[config.mk]
export PLATFORM = sky130hd
export DESIGN_NAME = oam_dma
export DESIGN_NICKNAME = d
export VERILOG_FILES = /design/src/rtl/oam_dma_pkg.sv /design/src/rtl/oam_dma_reg.sv /design/src/rtl/oam_dma.sv
export SDC_FILE = /design/constraint.sdc
export NUM_CORES = 1
export LEC_CHECK = 0
export ABC_AREA = 1
export CAP_MARGIN = 40
export CORE_MARGIN = 1
export CORE_UTILIZATION = 45
export DETAILED_ROUTE_END_ITERATION = 10
export HOLD_SLACK_MARGIN = 0.02
export PLACE_DENSITY = 0.86
export SYNTH_ARGS = -nofsm -noshare
export SYNTH_HDL_FRONTEND = slang
export SYNTH_SLANG_ARGS = --single-unit
[constraint.sdc]
create_clock -name clock -period 2.5 [get_ports clock]
set_input_delay 0.5 -clock clock [delete_from_list [all_inputs] [get_ports clock]]
set_output_delay 0.5 -clock clock [all_outputs]
set_load 0.01 [all_outputs]
[src/rtl/oam_dma_pkg.sv]
// rtl/oam_dma_pkg.sv - shared Game Boy constants and DMA state encoding
package oam_dma_pkg;

  // Bus ownership phases of an OAM DMA transfer
  typedef enum logic [1:0] {
    ST_IDLE  = 2'd0,
    ST_START = 2'd1,
    ST_READ  = 2'd2,
    ST_WRITE = 2'd3
  } dma_state_e;

  localparam logic [15:0] DMA_REG_ADDR = 16'hFF46;
  localparam logic [15:0] OAM_BASE     = 16'hFE00;
  localparam int          OAM_LEN_DEF  = 160;

  // Source pages E0..FF alias onto work RAM at C0..DF
  function automatic logic [7:0] src_effective(input logic [7:0] src);
    return (src >= 8'hE0) ? (src - 8'h20) : src;
  endfunction

endpackage

[src/rtl/oam_dma_reg.sv]
// rtl/oam_dma_reg.sv - loadable register with synchronous active-low reset
module oam_dma_reg #(
  parameter int             W   = 8,
  parameter logic [W-1:0]   RST = '0
) (
  input  logic         i_clock,
  input  logic         i_resetn,
  input  logic         i_en,
  input  logic [W-1:0] i_d,
  output logic [W-1:0] o_q
);

  logic [W-1:0] r_q;

  // Hold value unless loaded; reset wins over load
  always_ff @(posedge i_clock) begin
    if (!i_resetn) begin
      r_q <= RST;
    end else if (i_en) begin
      r_q <= i_d;
    end
  end

  assign o_q = r_q;

endmodule

[src/rtl/oam_dma.sv]
// rtl/oam_dma.sv - OAM DMA engine sitting between the CPU and the memory map
import oam_dma_pkg::*;

module oam_dma #(
  parameter int          OAM_LEN = OAM_LEN_DEF,
  parameter logic [15:0] DMA_REG = DMA_REG_ADDR
) (
  input  logic        clock,
  input  logic        reset,
  input  logic [15:0] cpu_addr,
  input  logic        cpu_wren,
  input  logic [7:0]  cpu_data_in,
  output logic [7:0]  cpu_data_out,
  output logic [15:0] mem_addr,
  output logic        mem_wren,
  output logic [7:0]  mem_wdata,
  input  logic [7:0]  mem_rdata,
  output logic        dma_active
);

  localparam logic [7:0] IDX_LAST = 8'(OAM_LEN - 1);

  dma_state_e  r_state;
  logic        w_dma_wr;
  logic        w_idx_last;
  logic [7:0]  w_src;
  logic [7:0]  w_src_eff;
  logic [7:0]  w_idx;
  logic [7:0]  w_idx_nxt;
  logic        w_idx_en;

  assign w_dma_wr   = cpu_wren && (cpu_addr == DMA_REG);
  assign w_idx_last = (w_idx == IDX_LAST);
  assign w_src_eff  = src_effective(w_src);

  // A DMA_REG write always (re)starts from byte 0; the index saturates on the last byte
  assign w_idx_en  = w_dma_wr || (r_state == ST_WRITE);
  assign w_idx_nxt = w_dma_wr ? 8'h00 : (w_idx_last ? w_idx : w_idx + 8'h01);

  oam_dma_reg #(.W(8), .RST(8'h00)) u_src (
    .i_clock  (clock),
    .i_resetn (reset),
    .i_en     (w_dma_wr),
    .i_d      (cpu_data_in),
    .o_q      (w_src)
  );

  oam_dma_reg #(.W(8), .RST(8'h00)) u_idx (
    .i_clock  (clock),
    .i_resetn (reset),
    .i_en     (w_idx_en),
    .i_d      (w_idx_nxt),
    .o_q      (w_idx)
  );

  // Transfer sequencing: one idle cycle, then READ/WRITE pairs until the last byte
  always_ff @(posedge clock) begin
    if (!reset) begin
      r_state <= ST_IDLE;
    end else if (w_dma_wr) begin
      r_state <= ST_START;
    end else begin
      case (r_state)
        ST_IDLE:  r_state <= ST_IDLE;
        ST_START: r_state <= ST_READ;
        ST_READ:  r_state <= ST_WRITE;
        ST_WRITE: r_state <= w_idx_last ? ST_IDLE : ST_READ;
        default:  r_state <= ST_IDLE;
      endcase
    end
  end

  assign dma_active = (r_state != ST_IDLE);

  // Bus steering: pass-through when idle, DMA owns the bus otherwise
  always_comb begin
    mem_addr     = cpu_addr;
    mem_wren     = 1'b0;
    mem_wdata    = cpu_data_in;
    cpu_data_out = 8'hFF;
    case (r_state)
      ST_IDLE: begin
        mem_wren     = cpu_wren;
        cpu_data_out = mem_rdata;
      end
      ST_START: begin
        mem_addr  = {w_src_eff, 8'h00};
        mem_wdata = 8'h00;
      end
      ST_READ: begin
        mem_addr  = {w_src_eff, w_idx};
        mem_wdata = 8'h00;
      end
      ST_WRITE: begin
        mem_addr  = OAM_BASE + {8'h00, w_idx};
        mem_wren  = 1'b1;
        mem_wdata = mem_rdata;
      end
      default: begin
        mem_addr = cpu_addr;
      end
    endcase
    if (cpu_addr == DMA_REG) begin
      cpu_data_out = w_src;
    end
  end

endmodule

* Word-level counts from Yosys, hierarchy flattened *
Index checks and enable logic that the tools add are counted.

operators by class
  bitwise operators = 1
  divide/modulo/power cells = 0
  $add $sub $neg = 3
  $mul = 0
  multiplexer cells = 11
  reductions and logical operators = 7
  magnitude comparators = 1
  equal/unequal tests = 6
  shift-type cells = 0

operators with widths
  kind                                                                number
  16-bit case mux with 3 select lines                                 1
  8-bit two-way mux                                                   5
  16-bit == test, second input constant                               1
  8-bit case mux with 2 select lines                                  1
  10-bit by 9-bit adder with 11-bit output, first input constant      1
  8-bit by 1-bit adder with 8-bit output, second input constant       1
  8-bit == test, second input constant                                1
  8-bit >= comparator, second input constant                          1
  2-bit case mux with 4 select lines                                  1
  8-bit by 6-bit subtractor with 8-bit output, second input constant  1
  2-bit == test, second input constant                                2
  2-bit OR reduction                                                  2
  2-bit by 1-bit == test with 1-bit output, second input constant     1
  2-bit logical NOT                                                   1
  2-bit two-way mux                                                   1
  2-bit inequality test, second input constant                        1
  1-bit case mux with 2 select lines                                  1
  2-bit AND reduction                                                 1
  2-bit nonzero test                                                  1
  1-bit logical AND                                                   1
  1-bit logical OR                                                    1
  1-bit two-way mux                                                   1
  1-bit inverter                                                      1

storage, ports and cells
  flip-flop bits (word level) = 18
  bits in latches = 0
  output and inout port bits = 34
  word-level logic and storage cells = 33
  bits in read-only memories = 0
  memory bits (writable) = 0
  bits of input ports = 35
  memories = 0

* Logic depth before layout (Yosys ltp) *
  depth after elaboration = 4
  gate-level depth with buffers = 10

* Cells and area by module *
Synthesis repeated with hierarchy kept, for this count alone.

unflattened totals
  cell total of the unflattened synthesis = 322
  area, all modules = 1821.7 um^2

by module, submodules not included
  module       cells an instance  times used  seq. area each (um^2)  area each (um^2)
  oam_dma      220                1           40.0                   1108.6
  oam_dma_reg  51                 2           160.2                  356.6

* Least setup slack after synthesis *
Ideal clock, no wire load.

  path kind = register to output
  start = reg r_state[1]
  end = out mem_addr[15]
  required time = 2.000 ns
  data arrival time = 1.444 ns
  cell stages (with the launch flop) = 6
  path buffers = 0
  slack = 0.556 ns
  cell sequence = dfxtp_1 > inv_1 > ha_1 > inv_1 > o21ai_1 > o311ai_0

on the way
  longest elaborated chain between the ends = 2
  elaborated cells between the ends (all ways) = 4
  classes of those cells = 3 x eq/ne; 1 x mux

RTL lines
  item                                                                       line           text
  start: declaration                                                         oam_dma.sv:23  dma_state_e r_state;
  start signal: assignment                                                   oam_dma.sv:67  ST_WRITE: r_state <= w_idx_last ? ST_IDLE : ST_READ;
  2-bit == test or 2-bit by 1-bit == test with 1-bit output (tied branches)  oam_dma.sv:81  case (r_state)
  16-bit case mux with 3 select lines *                                      oam_dma.sv:81
  end: declaration                                                           oam_dma.sv:14  output logic [15:0] mem_addr,

Mark *: on every way between the ends. The rest lies on a longest branch, timed or not.

* Worst setup path in the final report *
  start = in cpu_addr[3]
  end = reg u_src.r_q[7] (netlist: u_src.o_q[7])

on the way
  longest elaborated chain between the ends = 2

RTL lines
  item                    line               text
  start: declaration      oam_dma.sv:10      input logic [15:0] cpu_addr,
  16-bit == test          oam_dma.sv:32      assign w_dma_wr = cpu_wren && (cpu_addr == DMA_REG);
  1-bit logical AND       oam_dma.sv:32
  end signal: assignment  oam_dma_reg.sv:20  r_q <= i_d;
  end: declaration        oam_dma_reg.sv:13  logic [W-1:0] r_q;

Every way passes these cells.
A chain may end at the register's enable or synchronous reset.

==> metrics.cfg <==
[yosys]
post_synth.cell_area_avg_um2 = 5.92
synth.lib_cells_used.distinct = 26
synth_largest_area_cell = dfxtp_1
yosys_warnings = 0
yosysSeqAreaShare_pct = 23.6
area_of_the_mapped_netlist_um2 = 1530
ys_ff_latch = 18
synthSimpleGateAreaFrac_pct = 40.2
synth_top_area_share_pct = 23.6
number_of_nets_produced_by_synthesis = 300
synth_compound_area_share_pct = 17.1
synthesis.instances = 258
post_synth_mux_area_share_pct = 0
synth_top_family_by_area = simple AND/OR/NAND/NOR gates
synth_fa_ha_area_share_pct = 5.73
synth_top_cells_by_area = dfxtp_1, nand2_1, nand3_1
synth_xor_xnor_area_share_pct = 0

[drt]
route.detailed.drc = 0
detail_route.first_pass.iterations = 6
vias_per_cell = 5.54
detail_route.wirelength_um = 6200
initialDrtViolationCount = 310
via_count = 2245
routedWlPerCell_um = 15.3
route.antenna.remaining_nets = 0

[hold_path]
hold_path_startpoint = u_src.o_q[4]
hold_path_class = reg -> reg
hold-path-endpoint = u_src.o_q[4]
holdPathStages = 2

[pwr]
power.switching_fraction_pct = 28.2
power_frac_seq_pct = 42.0
irDropWorstVdd_mv = 0.288
p_clk_share_pct = 28.6
share_comb_of_total_power_pct = 29.4
p_per_area_nw_per_um2 = 267
power.static_leakage_nw = 1.21
internal-power_w = 0.000488
p_switching_w = 0.000192

[critical_path]
ordered_list_of_cells_on_the_worst_path = clkdlybuf4s50_1 -> nor2_1 -> nand2_2 -> nor2_4 -> buf_4 -> buf_4 -> buf_4 -> buf_4 -> buf_4 -> buf_4 -> buf_4 -> buf_4 -> buf_4 -> nand3_4 -> o21ai_0 -> a21oi_1
worstReg2RegEnd = u_idx.o_q[5]
crit_path_start = cpu_addr[3]
cp-end-kind = flip-flop
gate_family_responsible_for_the_most_delay_along_the_worst_path = buffers and inverters
critPathArrivalTime_ns = 2.76
critical_path.startpoint_type = input port
worstPathMaxFanout = 8
critical_path_type = in -> reg
cp_data_required_time_ns = 2.76
worst_r2r_path_depth = 9
timing.critical_path.slowest_cell_delay_ns = 0.51
crit_slowest_cell = clkdlybuf4s50_1
crit-reg2reg-launch = u_idx.o_q[0]
crit_buf_inv = 10
critical_path_depth_in_cells = 16
worst_path_most_repeated_cell = buf_4
r2r_slack_ns = 0.84

[sta]
timing.clock.skew_ns = 0.00908
period_minus_slack_ns = 2.50
number_of_setup_violations_in_the_final_report = 0
fmax_mhz = 400
final_hold_viol_count = 0
final-max-slew-violation-count = 0
rsz0062_at_grt = true
finalCritPeriodShare_pct = 100
worst-slew-pin-transition_ns = 0.458
hold-worst-slack_ns = 0.492
setup_total_negative_slack_ns = 0
worst_slew_margin_rel_pct = 69.4

[placement]
count_of_input_and_output_buffers = 68
finalWeightedCongestion = 0.881
dp_hpwl_um = 3840

[cts]
numCtsBuffers = 3
tritoncts = yes
clock-sinks = 18
htreeDepth = 1
number_of_hold_buffers_added_after_cts = 0
cts.clk_slew.worst_paths_ns = 0.12
clock_insertion_delay_worst_skew_ns = 0.32
clock_tree.buffer_depth = 2
clock_tree.root_cell = clkbuf_4

[global_routing]
via_count_of_the_first_global_routing_pass = 1892
globalRoute.totalOverflow = 0
initial_antenna_violation_count = 0
groute.usage.overall_pct = 31.4
grt_first_pass_wirelength_um = 8470
largest_net_degree_at_the_start_of_global_routing = 22

[flow_run]
maxCapViolCount = 0

[cells_and_area]
antenna-diode-count = 0
final.fill_count = 205
final_core_utilization_pct = 81.5
layout_common_cells = nand2_1, clkdlybuf4s50_1, buf_4
layout.cells.most_common = nand2_1
layout-area-overhead-vs-synth_pct = 66.9
layout-drive-gt1-share_pct = 20.2
finish.net_count = 404

[die]
die_x_um = 60.3
initial_core_util_pct = 48.8
io-pin-count = 69
fp.dieArea_um2 = 3630
core_region_area_um2 = 3130
dieHeight_um = 60.3
core.rowCount = 20

[run_status]
outcome = finished, final reports clean

## power by group through the flow
| stage | registers (W) | clock network, W | logic, W |
|---|---|---|---|
| global placement | 0.000293 | 0 | 0.000201 |
| detailed placement | 0.000293 | 0 | 0.000203 |
| CTS | 0.000287 | 0.000196 | 0.000194 |
| finish | 0.000286 | 0.000195 | 0.000200 |
| global route | 0.000286 | 0.000211 | 0.000215 |
| floorplan | 0.000293 | 0 | 0.0000603 |
## metrics by stage
step                      instances  instance area (um2)  worst slack [ns]  power, W
after floorplan                 258                 1530             0.556  0.000353
after global placement          382                 2350            -0.269  0.000494
after detailed placement        382                 2350            -0.301  0.000496
after CTS                       394                 2440          0.000125  0.000677
after global routing            405                 2550           -0.0522  0.000711
final                           405                 2550          0.000443  0.000681
## Yosys cell counts
master and number:
buf_6 1, nor2_1 26, and2_4 1, nor3_1 7
inv_2 1, buf_1 2, nand2_1 70, clkinv_1 1
dfxtp_1 18, a21oi_1 21, inv_1 34, o21ai_0 15
a21oi_2 2, nand4_1 3, buf_8 1, o211ai_1 6
buf_12 1, nand3_2 1, o21ai_1 2, nand3_1 26
o311ai_0 1, ha_1 7, clkbuf_1 4, nor2_2 3
nand2_2 2, nor3_2 2
## cell families (layout without fill, tap and decap cells)
kind of cell	after synthesis	after routing
simple gates	141	143
compound gates	47	47
buf+inv	45	146
flops	18	18
fa+ha+maj	7	7
## state kept, by name, indices dropped and copies added (netlist names)
register   cells
u_src.o_q      8
r_state        2
u_idx.o_q      8
## worst register-to-register path: cells and delay by family (launching register included)
kind,cells,cell delay (ns)
compound gates,1,0.23
fa+ha+maj,1,0.21
buf+inv,1,0.09
flops,1,0.35
simple gates,6,0.71
## worst max-delay path by stage
stage	end	slack (ns)
finish	u_src.o_q[7]	0.0004
global route	u_src.o_q[7]	-0.05
CTS	cpu_data_out[2]	0.0001
detailed placement	cpu_data_out[7]	-0.30
global placement	cpu_data_out[2]	-0.27
floorplan	mem_addr[15]	0.56
## per-layer routing
metal	vias to the layer above	GRT usage [%]	routed length [um]
met5	-	0	0
met3	33	5.84	702
li1	1047	-	-
met2	181	51.6	2840
met4	0	12.3	240
met1	984	40.1	2410
## cell type report
cell class | instances | area (um2) | area share, %
multi-input cells | 197 | 1020 | 40.1
repair buffers | 106 | 936 | 36.7
flip-flops and latches | 18 | 365 | 14.3
inverters | 36 | 135 | 5.30
well taps | 44 | 55.1 | 2.16
clock buffers | 4 | 36.3 | 1.42
## what timing repair did
action,in CTS,in global routing
setup endpoints to repair,24,23
setup buffers,7,10
gates resized for setup,27,35
pin swaps,4,6
hold endpoints to repair,0,0
cloned,1,1
Power figures use the tool's default switching activity.
